$ cat src/rtl/irq_ctrl.sv
// irq_ctrl: four-source edge-detecting interrupt controller with a small
// register file (PENDING, MASK, CLEAR, STATUS) and a request/service
// handshake towards the pipeline hazard unit.
module irq_ctrl #(
    parameter int N_SRC = 4
) (
    input  logic             clk,
    input  logic             reset,
    input  logic [N_SRC-1:0] src_in,
    input  logic [1:0]       bus_addr,
    input  logic             bus_wr,
    input  logic [31:0]      bus_wdata,
    output logic [31:0]      bus_rdata,
    output logic             irq,
    input  logic             irq_ack,
    input  logic             eret,
    output logic [1:0]       cause,
    output logic             in_service
);

    typedef enum logic [1:0] {
        IDLE = 2'd0,
        REQ  = 2'd1,
        SERV = 2'd2
    } state_t;

    localparam logic [1:0] ADDR_PENDING = 2'd0;
    localparam logic [1:0] ADDR_MASK    = 2'd1;
    localparam logic [1:0] ADDR_CLEAR   = 2'd2;
    localparam logic [1:0] ADDR_STATUS  = 2'd3;

    state_t           state;
    logic [N_SRC-1:0] src_prev;
    logic [N_SRC-1:0] pending;
    logic [N_SRC-1:0] mask;
    logic [N_SRC-1:0] rise;
    logic [N_SRC-1:0] clear_bits;
    logic [N_SRC-1:0] active;

    // Upper write-data bits have no storage behind them.
    logic unused_wdata;
    assign unused_wdata = ^bus_wdata[31:N_SRC];

    // Lowest-numbered active source wins arbitration.
    function automatic logic [1:0] lowest_index(input logic [N_SRC-1:0] v);
        logic [1:0] idx;
        idx = 2'd0;
        for (int i = N_SRC - 1; i >= 0; i--) begin
            if (v[i]) idx = i[1:0];
        end
        return idx;
    endfunction

    assign rise       = src_in & ~src_prev;
    assign clear_bits = (bus_wr && bus_addr == ADDR_CLEAR) ? bus_wdata[N_SRC-1:0] : '0;
    assign active     = pending & mask;

    // Status outputs are pure decodes of the state register, so no input
    // can reach irq or in_service combinationally.
    assign irq        = (state == REQ);
    assign in_service = (state == SERV);

    // Edge detection, pending capture (set beats clear) and mask register.
    // NOTE: all clocked state uses non-blocking assignments so every register
    // samples the pre-edge values of its neighbours, independent of order.
    always_ff @(posedge clk) begin
        src_prev <= src_in;
        if (reset) begin
            pending <= '0;
            mask    <= '0;
        end else begin
            pending <= (pending & ~clear_bits) | rise;
            if (bus_wr && bus_addr == ADDR_MASK) mask <= bus_wdata[N_SRC-1:0];
        end
    end

    // Request/service FSM; cause is captured on leaving IDLE and held after.
    always_ff @(posedge clk) begin
        if (reset) begin
            state <= IDLE;
            cause <= 2'd0;
        end else begin
            case (state)
                IDLE: begin
                    if (active != '0) begin
                        state <= REQ;
                        cause <= lowest_index(active);
                    end
                end
                REQ: begin
                    // Acknowledge beats withdrawal: the pipeline has already
                    // redirected, so the handler must be tracked.
                    if (irq_ack)              state <= SERV;
                    else if (!active[cause])  state <= IDLE;
                end
                SERV: begin
                    if (eret) state <= IDLE;
                end
                default: state <= IDLE;
            endcase
        end
    end

    // Register read mux.
    // NOTE: every output of a combinational block gets a default first so no
    // path leaves it unassigned and no latch is inferred.
    always_comb begin
        bus_rdata = 32'd0;
        case (bus_addr)
            ADDR_PENDING: bus_rdata = {{(32-N_SRC){1'b0}}, pending};
            ADDR_MASK:    bus_rdata = {{(32-N_SRC){1'b0}}, mask};
            ADDR_CLEAR:   bus_rdata = 32'd0;
            ADDR_STATUS:  bus_rdata = {27'd0, state, cause, in_service};
            default:      bus_rdata = 32'd0;
        endcase
    end

endmodule

$ cat config.mk
export PLATFORM = sky130hd
export DESIGN_NAME = irq_ctrl
export DESIGN_NICKNAME = d
export VERILOG_FILES = /design/src/rtl/irq_ctrl.sv
export SDC_FILE = /design/constraint.sdc
export NUM_CORES = 1
export LEC_CHECK = 0
export ABC_CLOCK_PERIOD_IN_PS = 2500
export BUFFER_PORTS_ARGS = -buffer_cell sky130_fd_sc_hd__clkbuf_2
export CORE_UTILIZATION = 40
export DETAILED_ROUTE_END_ITERATION = 10
export GPL_ROUTABILITY_DRIVEN = 0
export PLACE_DENSITY = 0.9
export SLEW_MARGIN = 20
export SYNTH_ARGS = -nofsm -noshare
export SYNTH_HDL_FRONTEND = slang
export SYNTH_SLANG_ARGS = --single-unit
$ cat constraint.sdc
create_clock -name clk -period 2.5 [get_ports clk]
set_clock_uncertainty 0.05 [all_clocks]
set_input_delay 0.25 -clock clk [delete_from_list [all_inputs] [get_ports clk]]
set_output_delay 0.25 -clock clk [all_outputs]
set_load 0.02 [all_outputs]
Word-level counts from Yosys, hierarchy flattened
Index checks and enable logic that the tools add are counted.
- $lt $le $gt $ge: 1
- add/sub/neg operators: 0
- divide/modulo/power cells: 0
- equal/unequal tests: 8
- reduce and logical (&&, ||, !) cells: 7
- shift operators: 0
- multiply operators: 0
- muxes and demuxes: 13
- bitwise operators: 6
- operators with widths (operator ; number):
    32-bit one-hot mux with 4 select lines ; 1
    2-bit 2-to-1 mux ; 8
    4-bit AND ; 3
    4-bit NOT ; 2
    2-bit equality test, second input constant ; 3
    2-bit one-hot mux with 3 select lines ; 1
    2-bit by 1-bit equality test with 1-bit output, second input constant ; 2
    2-bit logical NOT ; 2
    4-bit 2-to-1 mux ; 1
    2-bit inequality test, second input constant ; 2
    4-bit bitwise OR ; 1
    4-bit nonzero test ; 1
    2-bit by 3-bit less-than comparator with 1-bit output, second input constant ; 1
    3-bit inequality test, second input constant ; 1
    3-bit AND reduction ; 1
    1-bit binary-select mux with 2-bit select ; 1
    1-bit logical AND ; 2
    2-bit AND reduction ; 1
    1-bit 2-to-1 mux ; 1
- input bits: 43
- output and inout port bits: 36
- memories kept: 0
- bits in latches: 0
- register bits: 16
- ROM bits: 0
- word-level logic and storage cells: 40
- RAM bits: 0

Logic depth before layout (Yosys ltp)
- depth after elaboration: 6
- gate-level depth with buffers: 5

Least setup slack after synthesis
OpenSTA, ideal clock, no wires.
- path type: register to register
- from: register cause[0]
- to: register state[0]
- period minus slack after synthesis: 1.575 ns
- stages on the path, launching flop included: 4
- path slack: 0.925 ns
- data required time: 2.380 ns
- path buffers: 0
- arrival time: 1.456 ns
- path through: dfxtp_1 -> mux4_2 -> or3b_1 -> a21oi_1
- word-level cells in the longest chain between the ends: 4
- RTL lines (what ; RTL line ; text):
    start: declaration ; 17 ; output logic [1:0] cause,
    start signal: assignment ; 87 ; cause <= lowest_index(active);
    1-bit binary-select mux with 2-bit select ; 94 ; else if (!active[cause]) state <= IDLE;
    1-bit 2-to-1 mux (implied by the code) ; 94 ;
    3-bit inequality test (no line) ; n/a ;
    3-bit AND reduction (no line) ; n/a ;
    end signal: assignment ; 93 ; if (irq_ack) state <= SERV;
    end signal: assignment ; 94 ;
    end signal: assignment ; 97 ; if (eret) state <= IDLE;
    end: declaration ; 32 ; state_t state;
No other way between the ends. The select of a mux whose other input is x is not followed.
A chain may end at the register's enable or synchronous reset.

Final worst setup path
- from: register state[1]
- to: output port bus_rdata[0]
- word-level cells in the longest chain between the ends: 2
- RTL lines (what ; RTL line ; text):
    start signal: assignment ; 80 ; state <= IDLE;
    start signal: assignment ; 86 ; state <= REQ;
    start signal: assignment ; 93 ;
    2-bit equality test ; 61 ; assign in_service = (state == SERV);
    32-bit one-hot mux with 4 select lines ; 109 ; case (bus_addr)
    end: declaration ; 13 ; output logic [31:0] bus_rdata,
No other way between the ends. The select of a mux whose other input is x is not followed.

==> impl_table.tex <==
\begin{tabular}{lr}
\hline
Metric & Value \\
\hline
\multicolumn{2}{l}{\textbf{Worst setup path}} \\
\quad Crit path capture type & output pin \\
\quad Element type at the critical path start & register \\
\quad Critical-path maximum fanout & 4 \\
\quad Type of the worst setup path & reg -> out \\
\quad Arrival time at the worst endpoint & 1.39 ns \\
\quad Data required, critical path & 2.20 ns \\
\multicolumn{2}{l}{\textbf{Layout}} \\
\quad Antenna diode count & 0 \\
\quad Area growth from synthesis to final layout & 10.8\% \\
\quad Net count of the finished layout & 175 \\
\quad Number of fill cells & 211 \\
\quad Fraction of final layout cells sized beyond drive strength 1 & 0.252 \\
\quad Most frequent cells in the layout & 27 x conb\_1, 23 x clkbuf\_2, 16 x dfxtp\_1 \\
\quad Most common cell after layout, fill and taps aside & conb\_1 \\
\multicolumn{2}{l}{\textbf{Floorplan}} \\
\quad Core area & 2060 um2 \\
\quad Number of placed I/O pins & 79 \\
\quad Floorplan die area & 2490 um2 \\
\quad Std cell rows & 16 \\
\quad Initial cell density of the core & 0.445 \\
\quad Die Ht & 49.9 um \\
\quad Horizontal extent of the die & 49.9 um \\
\multicolumn{2}{l}{\textbf{Synth}} \\
\quad Netlist cell types & 23 \\
\quad Warnings, synthesis & 0 \\
\quad Flip-flop and latch count after synthesis & 16 \\
\quad Synth Cell Area & 917 um2 \\
\quad Sequential cell area fraction in the yosys report & 0.349 \\
\quad Number of instances in the synthesized netlist & 105 \\
\quad Average size of a mapped cell & 8.73 um2 \\
\multicolumn{2}{l}{\textbf{Run status}} \\
\quad Result of the run & complete, no violations \\
\multicolumn{2}{l}{\textbf{Drt}} \\
\quad Remaining routing DRC violations & 0 \\
\quad Residual antenna-violating net count after detailed routing & 0 \\
\quad Iteration-0 DRC Markers & 7 \\
\quad Post-detailed-route via-to-cell ratio & 4.52 \\
\quad Vias after detailed routing & 714 \\
\quad Routed Wire Length & 1640 um \\
\quad Number of iterations in the first detailed-routing pass & 5 \\
\quad Post-detailed-route wirelength per cell & 10.4 um \\
\multicolumn{2}{l}{\textbf{Timing}} \\
\quad RSZ-0062 raised after global routing & no \\
\quad Setup Total Neg Slack & 0 ns \\
\quad Final Setup Violations & 0 \\
\quad Final count of pins violating max slew & 0 \\
\quad Max Freq & 593 MHz \\
\quad Fin crit share & 0.675 \\
\quad Final hold viol count & 0 \\
\quad Tmin final & 1.69 ns \\
\multicolumn{2}{l}{\textbf{Power and ir drop}} \\
\quad Power, Total & 541 uW \\
\quad Worst ir drop on vdd & 0.000324 V \\
\quad Leakage power of the design & 0.505 nW \\
\quad Total power density per cell area & 532 nW/um2 \\
\multicolumn{2}{l}{\textbf{Clock tree}} \\
\quad Clock transition at the registers of the reported paths & 0.10 ns \\
\quad Number of levels the H-tree was split into & 1 \\
\quad Clock tree sinks & 16 \\
\quad Maximum root-to-sink buffer count & 2 \\
\quad Worst-Skew Late Latency & 0.29 ns \\
\quad Number of clock buffers inserted by TritonCTS & 3 \\
\quad Post\_cts resized & 0 \\
\quad Clock tree from TritonCTS & built \\
\quad Hold-fix buffers, CTS & 0 \\
\quad Post-CTS setup buffer count & 0 \\
\quad Clock Tree Root & clkbuf\_4 \\
\multicolumn{2}{l}{\textbf{Placed design}} \\
\quad Number of buffers inserted by port buffering & 23 \\
\quad Detailed-placement wirelength estimate & 1330 um \\
\multicolumn{2}{l}{\textbf{GRT}} \\
\quad Total routing usage reported by global routing & 0.145 \\
\quad Overflow left after global routing & 0 \\
\quad First-pass GRT wire length & 2640 um \\
\quad Initial antenna violation count & 0 \\
\quad Maximum number of pins on one net before global-route repair & 13 \\
\quad Vias in the first global route & 601 \\
\multicolumn{2}{l}{\textbf{Run}} \\
\quad Max Cap Violations & 0 \\
\multicolumn{2}{l}{\textbf{Worst hold path}} \\
\quad Kind of path behind the tightest hold check & in -> reg \\
\hline
\end{tabular}
==> cell families after synthesis <==
logic type	Yosys count	synth area share
other	1	0.00409
muxes	9	0.117
DFF	16	0.349
buffers and inverters	31	0.237
AOI/OAI and AO/OA	17	0.130
and+or+nand+nor	31	0.162
==> final timing paths <==
path / end / startpoint / slack (ns) / depth (start not counted)
worst min register to register: cause[0] / cause[0] / 0.48 / 2
worst max-delay path: bus_rdata[0] / state[1] / 0.81 / 4
worst max register to register: state[0] / pending[3] / 0.95 / 4
worst min-delay path: src_prev[1] / src_in[1] / 0.02 / 1
==> metal layers <==
metal / wire length, um / vias up / track usage
li1: - / 354 / -
met1: 700 / 313 / 0.162
met2: 774 / 43 / 0.232
met3: 129 / 4 / 0.0525
met4: 32 / 0 / 0.0857
met5: 0 / - / 0
==> power by group <==
group | total, mW | switching [mW] | internal [mW]
Combinational | 0.0915 | 0.0636 | 0.0279
Clock | 0.174 | 0.0848 | 0.0888
Sequential | 0.276 | 0.00973 | 0.266
==> Yosys cell counts <==
master / number / share of area
buf_4: 27 / 0.22
a22o_2: 1 / 0.011
a221o_1: 1 / 0.011
a211oi_1: 1 / 0.0082
mux2_2: 4 / 0.049
a22oi_1: 1 / 0.0082
o21ai_0: 1 / 0.0055
clkbuf_1: 3 / 0.012
a21oi_1: 7 / 0.038
and3b_1: 1 / 0.0096
conb_1: 1 / 0.0041
mux2i_1: 4 / 0.044
inv_1: 1 / 0.0041
nor2_1: 11 / 0.045
dfxtp_1: 16 / 0.35
nand2_1: 9 / 0.037
nand3_1: 1 / 0.0055
nand3b_1: 1 / 0.0082
mux4_2: 1 / 0.025
and3_1: 1 / 0.0068
a22o_1: 5 / 0.048
nor2b_1: 6 / 0.041
or3b_1: 1 / 0.0096
==> cell type report <==
type / instances / area, um2 / share of cell area
sequential: 16 / 320 / 0.315
clock buffer: 4 / 36.3 / 0.0357
tap: 27 / 33.8 / 0.0333
multi-input combinational: 84 / 477 / 0.469
inverter: 1 / 3.75 / 0.00369
timing repair buffer: 26 / 145 / 0.143
==> state kept, by name, summed over array words and instances (netlist names) <==
name	flops
mask	4
pending	4
src_prev	4
cause	2
state	2
==> stage by stage <==
| stage | util | instance area (um2) | setup slack (ns) | hold slack (ns) | instances |
|---|---|---|---|---|---|
| floorplan | - | 1010 | 0.925 | 0.228 | 131 |
| global placement | 0.461 | 950 | 0.993 | 0.314 | 151 |
| detailed placement | 0.461 | 950 | 0.958 | 0.315 | 151 |
| CTS | 0.478 | 986 | 0.798 | 0.00726 | 155 |
| global route | 0.493 | 1020 | 0.688 | 0.000200 | 158 |
| finish | 0.493 | 1020 | 0.814 | 0.0224 | 158 |
==> critical path, stage by stage (launching register included) <==
cell,delay [ns]
dfxtp_1,0.34
nor2b_1,0.16
mux2_2,0.27
a22o_1,0.18
clkbuf_2,0.15
Note: power is estimated with default switching activity, not from simulation.
